$ cat config.mk
export PLATFORM = sky130hd
export DESIGN_NAME = tile_dump_writer
export DESIGN_NICKNAME = d
export VERILOG_FILES = /design/src/rtl/tile_dump_writer.sv
export SDC_FILE = /design/constraint.sdc
export NUM_CORES = 1
export LEC_CHECK = 0
export CORE_ASPECT_RATIO = 0.6
export CORE_MARGIN = 5
export CORE_UTILIZATION = 45
export CTS_BUF_LIST = sky130_fd_sc_hd__clkbuf_4
export CTS_CLUSTER_DIAMETER = 50
export DETAILED_ROUTE_END_ITERATION = 8
export GPL_ROUTABILITY_DRIVEN = 0
export PLACE_DENSITY = 0.74
export SYNTH_ARGS = -nofsm -noshare
export SYNTH_HDL_FRONTEND = slang
export SYNTH_SLANG_ARGS = --single-unit
export TNS_END_PERCENT = 30
$ cat constraint.sdc
create_clock -name i_clock -period 10.6 [get_ports i_clock]
set_input_delay 1.06 -clock i_clock [delete_from_list [all_inputs] [get_ports i_clock]]
set_output_delay 1.06 -clock i_clock [all_outputs]
set_load 0.02 [all_outputs]
$ cat src/rtl/tile_dump_writer.sv
// tile_dump_writer
// Streams one tile_size x tile_size tile of pixels from the sprite unit into
// a linear framebuffer. Each pixel takes one request cycle (WAIT), one
// capture cycle (CAPTURE) and at least one write cycle (WRITE). Pixels are
// visited in raster order, x fastest.
//
// Ports
//   i_clock, i_reset          : clock, synchronous active-high reset
//   i_start                   : begin a tile (accepted only while idle)
//   i_tile_x, i_tile_y        : tile coordinates, latched at start
//   i_framebuffer_address     : framebuffer byte base, latched at start
//   i_stride_pixels           : framebuffer row width in pixels, latched at start
//   o_busy, o_done            : tile in progress / one-cycle completion pulse
//   o_start_dump, o_next_dump : pixel requests to the sprite unit
//   i_dump_color              : RGB returned the cycle after a request
//   o_mem_write, o_mem_address, o_mem_data, i_mem_ready : write port
module tile_dump_writer #(
  parameter int tile_size        = 10,
  parameter int tile_number_bits = 7
) (
  input  logic                        i_clock,
  input  logic                        i_reset,
  input  logic                        i_start,
  input  logic [tile_number_bits-1:0] i_tile_x,
  input  logic [tile_number_bits-1:0] i_tile_y,
  input  logic [31:0]                 i_framebuffer_address,
  input  logic [15:0]                 i_stride_pixels,
  output logic                        o_busy,
  output logic                        o_done,
  output logic                        o_start_dump,
  output logic                        o_next_dump,
  input  logic [23:0]                 i_dump_color,
  output logic                        o_mem_write,
  output logic [31:0]                 o_mem_address,
  output logic [31:0]                 o_mem_data,
  input  logic                        i_mem_ready
);

  typedef enum logic [2:0] {IDLE, WAIT, CAPTURE, WRITE, DONE} state_t;

  localparam logic [7:0]  LAST = 8'(tile_size - 1);
  localparam logic [31:0] TS   = 32'(tile_size);

  state_t state, state_n;

  logic [tile_number_bits-1:0] tile_x, tile_y;
  logic [31:0] base;
  logic [15:0] stride;
  logic [7:0]  px, py, px_n, py_n;
  logic [31:0] pix_addr;
  logic        last_pix;
  logic        busy_n, done_n, start_dump_n, next_dump_n, mem_write_n;

  assign last_pix = (px == LAST) && (py == LAST);

  // Byte address of the current pixel; all arithmetic wraps at 32 bits.
  assign pix_addr = base + (((32'(tile_y) * TS + 32'(py)) * 32'(stride)
                             + 32'(tile_x) * TS + 32'(px)) << 2);

  // State register
  always_ff @(posedge i_clock) begin
    if (i_reset) state <= IDLE;
    else         state <= state_n;
  end

  // Next-state logic
  always_comb begin
    state_n = state;
    case (state)
      IDLE:    if (i_start) state_n = WAIT;
      WAIT:    state_n = CAPTURE;
      CAPTURE: state_n = WRITE;
      WRITE:   if (i_mem_ready) state_n = last_pix ? DONE : WAIT;
      DONE:    state_n = IDLE;
      default: state_n = IDLE;
    endcase
  end

  // Output logic: computes the next value of every registered output from
  // the next state, so the outputs line up with the state they belong to
  // while still having no combinational path from any input.
  always_comb begin
    px_n = px;
    py_n = py;
    if (state == IDLE && i_start) begin
      px_n = '0;
      py_n = '0;
    end else if (state == WRITE && i_mem_ready && !last_pix) begin
      if (px == LAST) begin
        px_n = '0;
        py_n = py + 8'd1;
      end else begin
        px_n = px + 8'd1;
      end
    end
    busy_n       = (state_n != IDLE);
    done_n       = (state_n == DONE);
    mem_write_n  = (state_n == WRITE);
    start_dump_n = (state_n == WAIT) && (px_n == '0) && (py_n == '0);
    next_dump_n  = (state_n == WAIT) && !((px_n == '0) && (py_n == '0));
  end

  // Datapath and registered outputs
  always_ff @(posedge i_clock) begin
    if (i_reset) begin
      px            <= '0;
      py            <= '0;
      tile_x        <= '0;
      tile_y        <= '0;
      base          <= '0;
      stride        <= '0;
      o_busy        <= 1'b0;
      o_done        <= 1'b0;
      o_start_dump  <= 1'b0;
      o_next_dump   <= 1'b0;
      o_mem_write   <= 1'b0;
      o_mem_address <= '0;
      o_mem_data    <= '0;
    end else begin
      px           <= px_n;
      py           <= py_n;
      o_busy       <= busy_n;
      o_done       <= done_n;
      o_start_dump <= start_dump_n;
      o_next_dump  <= next_dump_n;
      o_mem_write  <= mem_write_n;
      if (state == IDLE && i_start) begin
        tile_x <= i_tile_x;
        tile_y <= i_tile_y;
        base   <= i_framebuffer_address;
        stride <= i_stride_pixels;
      end
      // Colour is valid the cycle after the request, i.e. during CAPTURE;
      // address and data then hold through WRITE until accepted.
      if (state == CAPTURE) begin
        o_mem_address <= pix_addr;
        o_mem_data    <= {8'h00, i_dump_color};
      end
    end
  end

endmodule

==> qor.csv, run 1 <==
stage,metric,value,unit
grt,largest net degree at the start of global routing,93,
setup_path,"slowest stage delay, CP",550,ps
layout,final net count,2275,
setup_path,crit end category,flip-flop,
yosys,register bit total from synthesis,142,
setup_path,Startpoint Class,flip-flop,
power_and_ir_drop,Power Dens Cells,106,mW/mm^2
setup_path,Critical Path AT,10350,ps
power_and_ir_drop,Peak VDD IR,0.0000743,V
floorplanning,Core Region,0.0314,mm^2
sta,RSZ-0062 raised after global routing,false,
floorplanning,IO Count,159,
setup_path,r2r setup slk,720,ps
yosys,Ys Warns,0,
yosys,mux cell area share after synthesis,0.00216,
sta,final hold viol count,0,
route,routed length on met3,2160,um
yosys,ys flop type,dfxtp_1,
placed_design,number of port buffers,150,
route,Avg Vias per Cell,5.31,
route,post-route antenna net violation count,0,
route,WL met2,16400,um
layout,Area growth syn-to-layout,15.1,%
sta,Final Max Tran Viols,0,
setup_path,"delay-heaviest family, CP",adder cells,
layout,most frequent cells in the layout,"nand2_1, inv_1, ha_1",
clocking,Sinks on Clock Net,142,
clocking,hold_buf cts,0,
setup_path,Crit Path Category,flip-flop to flip-flop,
worst_hold_path,Hold Crit Start,o_mem_address[19],
grt,vias in the first global route,12128,
yosys,number of cells produced by synthesis,1735,
yosys,Adder-Cell Fraction of Synth Area,0.370,
route,vias,12125,
clocking,Post-CTS Setup Bufs,0,
clocking,worst skew pair latency,660,ps
setup_path,WP data required,11080,ps
clocking,clk buf depth,2,
yosys,Synth Area in Simple Gates,0.178,
sta,worst clock skew,47.4,ps
grt,global-route wire length before repair,61300,um
clocking,Root Buffer,clkbuf_4,
yosys,Post-synth EDFFs,0,
sta,TNS Setup,0,ps
clocking,clock slew at reported path FFs,130,ps
sta,actual slew at the worst max-slew pin,1070,ps
placed_design,pre-CTS setup slack,812,ps
route,DRC viols,0,
clocking,CTS H-tree lvls,4,
layout,Filler cells,2915,
route,WL/cell,16.1,um
route,Highest Signal Layer,met4,
route,Metal-1 WL,17300,um
yosys,syn_area_per_cell,8.34,um^2
floorplanning,Rows,50,
yosys,main combinational cell family by area after synthesis,adder cells,
setup_path,"Slowest-stage cell, CP",fa_1,
floorplanning,Die ar.,0.0359,mm^2
yosys,"Seq/Total Area, Yosys",0.197,
floorplanning,die span in y,149,um
yosys,Synth Cell Area,0.0145,mm^2
yosys,Synth Area in Compound Gates,0.128,
yosys,Netlist cell types,69,
status,status,completed,
setup_path,Crit. Startpoint,tile_y[1],
setup_path,Critical path buffers and inverters,2,
route,final wirelength,36800,um
power_and_ir_drop,P_leak,7.76,nW
sta,fin crit period,9880,ps
yosys,Synth Area in XOR/XNOR,0.0472,
grt,grt total ovfl,0,
clocking,CTS tree,built,
sta,crit share post-route,0.932,
placed_design,post-DP HPWL,28900,um
worst_hold_path,Tightest Hold Check Type,flip-flop to flip-flop,
sta,final setup fails,0,
sta,Slew HR,0.290,
route,detailed-router iteration count before antenna repair,7,
clocking,Post-CTS Resized,0,
layout,ratio of cells with drive above 1 in the final layout,0.0327,
setup_path,FF-to-FF Start,tile_y[1],
clocking,CTS buffer count,17,
sta,final setup margin,722,ps
grt,initial antenna violation count,1,
floorplanning,Die X-Extent,241,um
floorplanning,initial core utilization,0.460,
run,total of max-cap violations,0,
yosys,asr flop ratio synth,0,
route,initial drt markers,851,
setup_path,CP Max Fanout,15,
grt,All-Layer GR Usage,0.209,
layout,"most common cell after layout, fill and taps aside",nand2_1,
sta,Fmax,101,MHz
metal layers:
metal | vias to the layer above | global-route usage
met5 | - | 0
met4 | 0 | 0.0592
met3 | 70 | 0.0379
met2 | 373 | 0.325
met1 | 5859 | 0.300
li1 | 5823 | -
metrics by stage:
step / hold WS, ps / utilization / total power, W / std cells / area, um^2
2_1_floorplan: 432 / - / 0.00112 / 1758 / 14500
3_3_place_gp: 441 / 0.520 / 0.00133 / 2250 / 16300
3_5_place_dp: 444 / 0.520 / 0.00134 / 2250 / 16300
4_1_cts: 459 / 0.530 / 0.00177 / 2281 / 16600
5_1_grt: 480 / 0.530 / 0.00188 / 2282 / 16600
6_report: 462 / 0.530 / 0.00176 / 2282 / 16600
synth_stat cells, types with 3 or more instances:
cell	number	area [um^2]
a211o_1	3	26.3
a211oi_1	9	67.6
a21o_1	32	240
a21oi_1	168	841
a311o_1	5	50.1
a31oi_1	9	56.3
and2_1	58	363
and3_1	6	37.5
and4_1	4	35.0
buf_4	9	67.6
clkbuf_1	75	282
dfxtp_1	142	2840
fa_1	160	3200
ha_1	172	2150
inv_1	201	754
nand2_1	374	1400
nand2b_1	3	18.8
nand3_1	18	90.1
nand4_1	16	100
nor2_1	55	206
nor2b_1	10	62.6
nor3_1	12	60.1
o211ai_1	5	37.5
o21a_1	5	37.5
o21ai_0	29	145
o21ai_1	5	25.0
o21bai_1	11	82.6
or2_2	5	31.3
or3_1	5	31.3
xnor2_1	53	464
xor2_1	25	219
state kept, by name (all words and copies together) (netlist names), 3 cells and up:
name / count
state: 3
o_mem_data: 24
stride: 16
px: 8
tile_y: 7
tile_x: 7
base: 32
py: 8
o_mem_address: 32
cell families after synthesis:
family,after synthesis
and+or+nand+nor,582
muxes,3
DFF,142
buffers and inverters,289
adders and majority gates,332
xor gates and xnor gates,78
other,2
AOI/OAI and AO/OA,307
power breakdown:
part | internal (W) | total, W | switching, W
sequential | 0.000571 | 0.000612 | 0.0000415
combinational | 0.000303 | 0.000728 | 0.000425
clock | 0.000190 | 0.000421 | 0.000232
total | 0.00106 | 0.00176 | 0.000698
final timing paths:
path	to	cells after the start
worst min-delay path	o_mem_address[19]	2
worst max register to register	o_mem_address[31]	36
worst min register to register	o_mem_address[19]	2
worst max-delay path	o_mem_address[31]	36
worst min-delay path, cell delays in order (launching register included):
cell     delay, ps
dfxtp_1        330
nand2_1         50
a21oi_1         50
layout make-up:
type / count / area, um^2 / share of cell area
Antenna cell: 1 / 2.50 / 0.000150
Sequential cell: 142 / 2840 / 0.171
Clock buffer: 18 / 135 / 0.00812
Timing Repair Buffer: 164 / 1600 / 0.0964
Multi-Input combinational cell: 1327 / 10600 / 0.637
Clock inverter: 13 / 188 / 0.0113
Inverter: 201 / 754 / 0.0453
Tap cell: 416 / 520 / 0.0313
Note: power is estimated with default switching activity, not from simulation.
==> inputs of run 2 (changes only) <==
CORE_ASPECT_RATIO = 1.1   (was 0.6)
==> run 2 against run 1 <==
Global-route usage is 0.37 points lower. First-iteration DRC count is 11% lower. Count of clock-buffer cells in the layout is 1 lower. Power is 2.7% lower. Via count is 0.89% lower. Largest power group unchanged.
==> qor.csv, run 2 (synthesis gave the netlist of run 1 again) <==
stage,metric,value,unit
power_and_ir_drop,clock power share,0.212,
setup_path,"Slowest-stage cell, CP",fa_1,
setup_path,Critical Path AT,10410,ps
sta,worst clock skew,22.4,ps
setup_path,crit end category,flip-flop,
layout,FF+latch area,0.00284,mm^2
route,final wirelength,36300,um
layout,final net count,2275,
placed_design,post-DP HPWL,28500,um
clocking,Sinks on Clock Net,142,
clocking,clock slew at reported path FFs,160,ps
route,DRC viols,0,
setup_path,WP data required,11050,ps
grt,global-route wire length before repair,61100,um
placed_design,number of port buffers,150,
power_and_ir_drop,Power Dens Cells,103,mW/mm^2
sta,TNS Setup,0,ps
layout,"most common cell after layout, fill and taps aside",nand2_1,
setup_path,"delay-heaviest family, CP",adder cells,
setup_path,Startpoint Class,flip-flop,
floorplanning,die span in y,198,um
grt,vias in the first global route,12528,
power_and_ir_drop,sw power,0.000730,W
power_and_ir_drop,Peak VDD IR,0.0000914,V
power_and_ir_drop,Int Pwr,0.000983,W
setup_path,Crit Path Category,flip-flop to flip-flop,
sta,Final Max Tran Viols,0,
clocking,CTS H-tree lvls,4,
route,Avg Vias per Cell,5.25,
floorplanning,Die ar.,0.0358,mm^2
route,WL/cell,15.9,um
worst_hold_path,Tightest Hold Check Type,flip-flop to flip-flop,
sta,crit share post-route,0.939,
sta,Slew HR,0.305,
layout,Filler cells,2925,
sta,fin crit period,9950,ps
setup_path,"slowest stage delay, CP",560,ps
sta,final setup fails,0,
layout,Top Registers,"base: 32 flops, o_mem_address: 32 flops, o_mem_data: 24 flops",
grt,initial antenna violation count,1,
floorplanning,initial core utilization,0.458,
route,detailed-router iteration count before antenna repair,5,
layout,Multi-input gate area,0.0106,mm^2
setup_path,CP Max Fanout,10,
sta,RSZ-0062 raised after global routing,false,
clocking,clk buf depth,2,
placed_design,pre-CTS setup slack,67.9,ps
layout,most frequent cells in the layout,"nand2_1, inv_1, ha_1",
status,status,completed,
grt,grt total ovfl,0,
sta,actual slew at the worst max-slew pin,1040,ps
floorplanning,IO Count,159,
layout,Area growth syn-to-layout,15.0,%
power_and_ir_drop,Reg power frac,0.357,
clocking,CTS buffer count,17,
grt,All-Layer GR Usage,0.205,
sta,Fmax,100,MHz
route,vias,12017,
route,post-route antenna net violation count,0,
clocking,worst skew pair latency,600,ps
clocking,Root Buffer,clkbuf_4,
power_and_ir_drop,Logic pwr share,0.430,
power_and_ir_drop,switching part of the total,0.426,
clocking,hold_buf cts,0,
run,total of max-cap violations,0,
floorplanning,Core Region,0.0316,mm^2
power_and_ir_drop,P_leak,7.75,nW
route,initial drt markers,755,
sta,final hold viol count,0,
clocking,CTS tree,built,
floorplanning,Rows,68,
grt,largest net degree at the start of global routing,69,
layout,ratio of cells with drive above 1 in the final layout,0.0343,
floorplanning,Die X-Extent,181,um
setup_path,Critical path buffers and inverters,3,
sta,final setup margin,649,ps
==> run 2: repair_timing <==
| item | CTS | global route |
|---|---|---|
| pin swaps | 0 | 1 |
| gates resized for setup | 1 | 4 |
| setup endpoints to repair | 1 | 3 |
| setup buffers | 0 | 2 |
| cloned | 0 | 0 |
==> run 2: power groups by stage <==
stage / logic, W / clock network (W) / registers, W
after floorplan: 0.000497 / 0 / 0.000625
after global placement: 0.000713 / 0 / 0.000622
after detailed placement: 0.000723 / 0 / 0.000623
after CTS: 0.000735 / 0.000378 / 0.000612
after global routing: 0.000820 / 0.000399 / 0.000617
final: 0.000737 / 0.000364 / 0.000612
==> run 2: final timing paths <==
kind / slack (ps) / endpoint / startpoint / depth (start not counted)
worst max-delay path: 650 / o_mem_address[31] / tile_y[1] / 36
worst min-delay path: 460 / o_mem_address[1] / o_mem_address[1] / 2
worst max register to register: 650 / o_mem_address[31] / tile_y[1] / 36
worst min register to register: 460 / o_mem_address[1] / o_mem_address[1] / 2
==> run 2: final cells by class <==
class | count | area share
Sequential cell | 142 | 0.171
Inverter | 201 | 0.0454
Timing Repair Buffer | 164 | 0.0965
Clock inverter | 15 | 0.00888
Multi-Input combinational cell | 1327 | 0.639
Clock buffer | 17 | 0.00768
Tap cell | 420 | 0.0316
Antenna cell | 1 | 0.000151
==> run 2: metrics by stage <==
| step | total power [W] | util | hold slack, ps | std cells | instance area [um^2] |
|---|---|---|---|---|---|
| 6_report | 0.00171 | 0.527 | 465 | 2287 | 16600 |
| 5_1_grt | 0.00184 | 0.527 | 487 | 2287 | 16600 |
| 4_1_cts | 0.00172 | 0.526 | 465 | 2284 | 16600 |
| 3_5_place_dp | 0.00135 | 0.517 | 444 | 2252 | 16300 |
| 3_3_place_gp | 0.00133 | 0.517 | 439 | 2252 | 16300 |
| 2_1_floorplan | 0.00112 | - | 432 | 1758 | 14500 |
==> run 2: tightest hold or removal path: cells and delay by family (launching register included) <==
kind             cells  cell delay (ps)
flip-flops           1              330
AO/OA/AOI/OAI        1               50
AND/OR/NAND/NOR      1               50
==> run 2: layer usage <==
layer / part of all wire / GRT usage / wire, um
met1: 0.43 / 0.256 / 15700
met2: 0.47 / 0.349 / 17200
met3: 0.061 / 0.0487 / 2220
met4: 0.031 / 0.0756 / 1130
met5: 0 / 0 / 0
==> inputs of run 3 (changes only) <==
CTS_CLUSTER_DIAMETER = 40   (was 50)
==> results of run 3 <==
Final layout, timing and power as in run 2 (identical DEF).
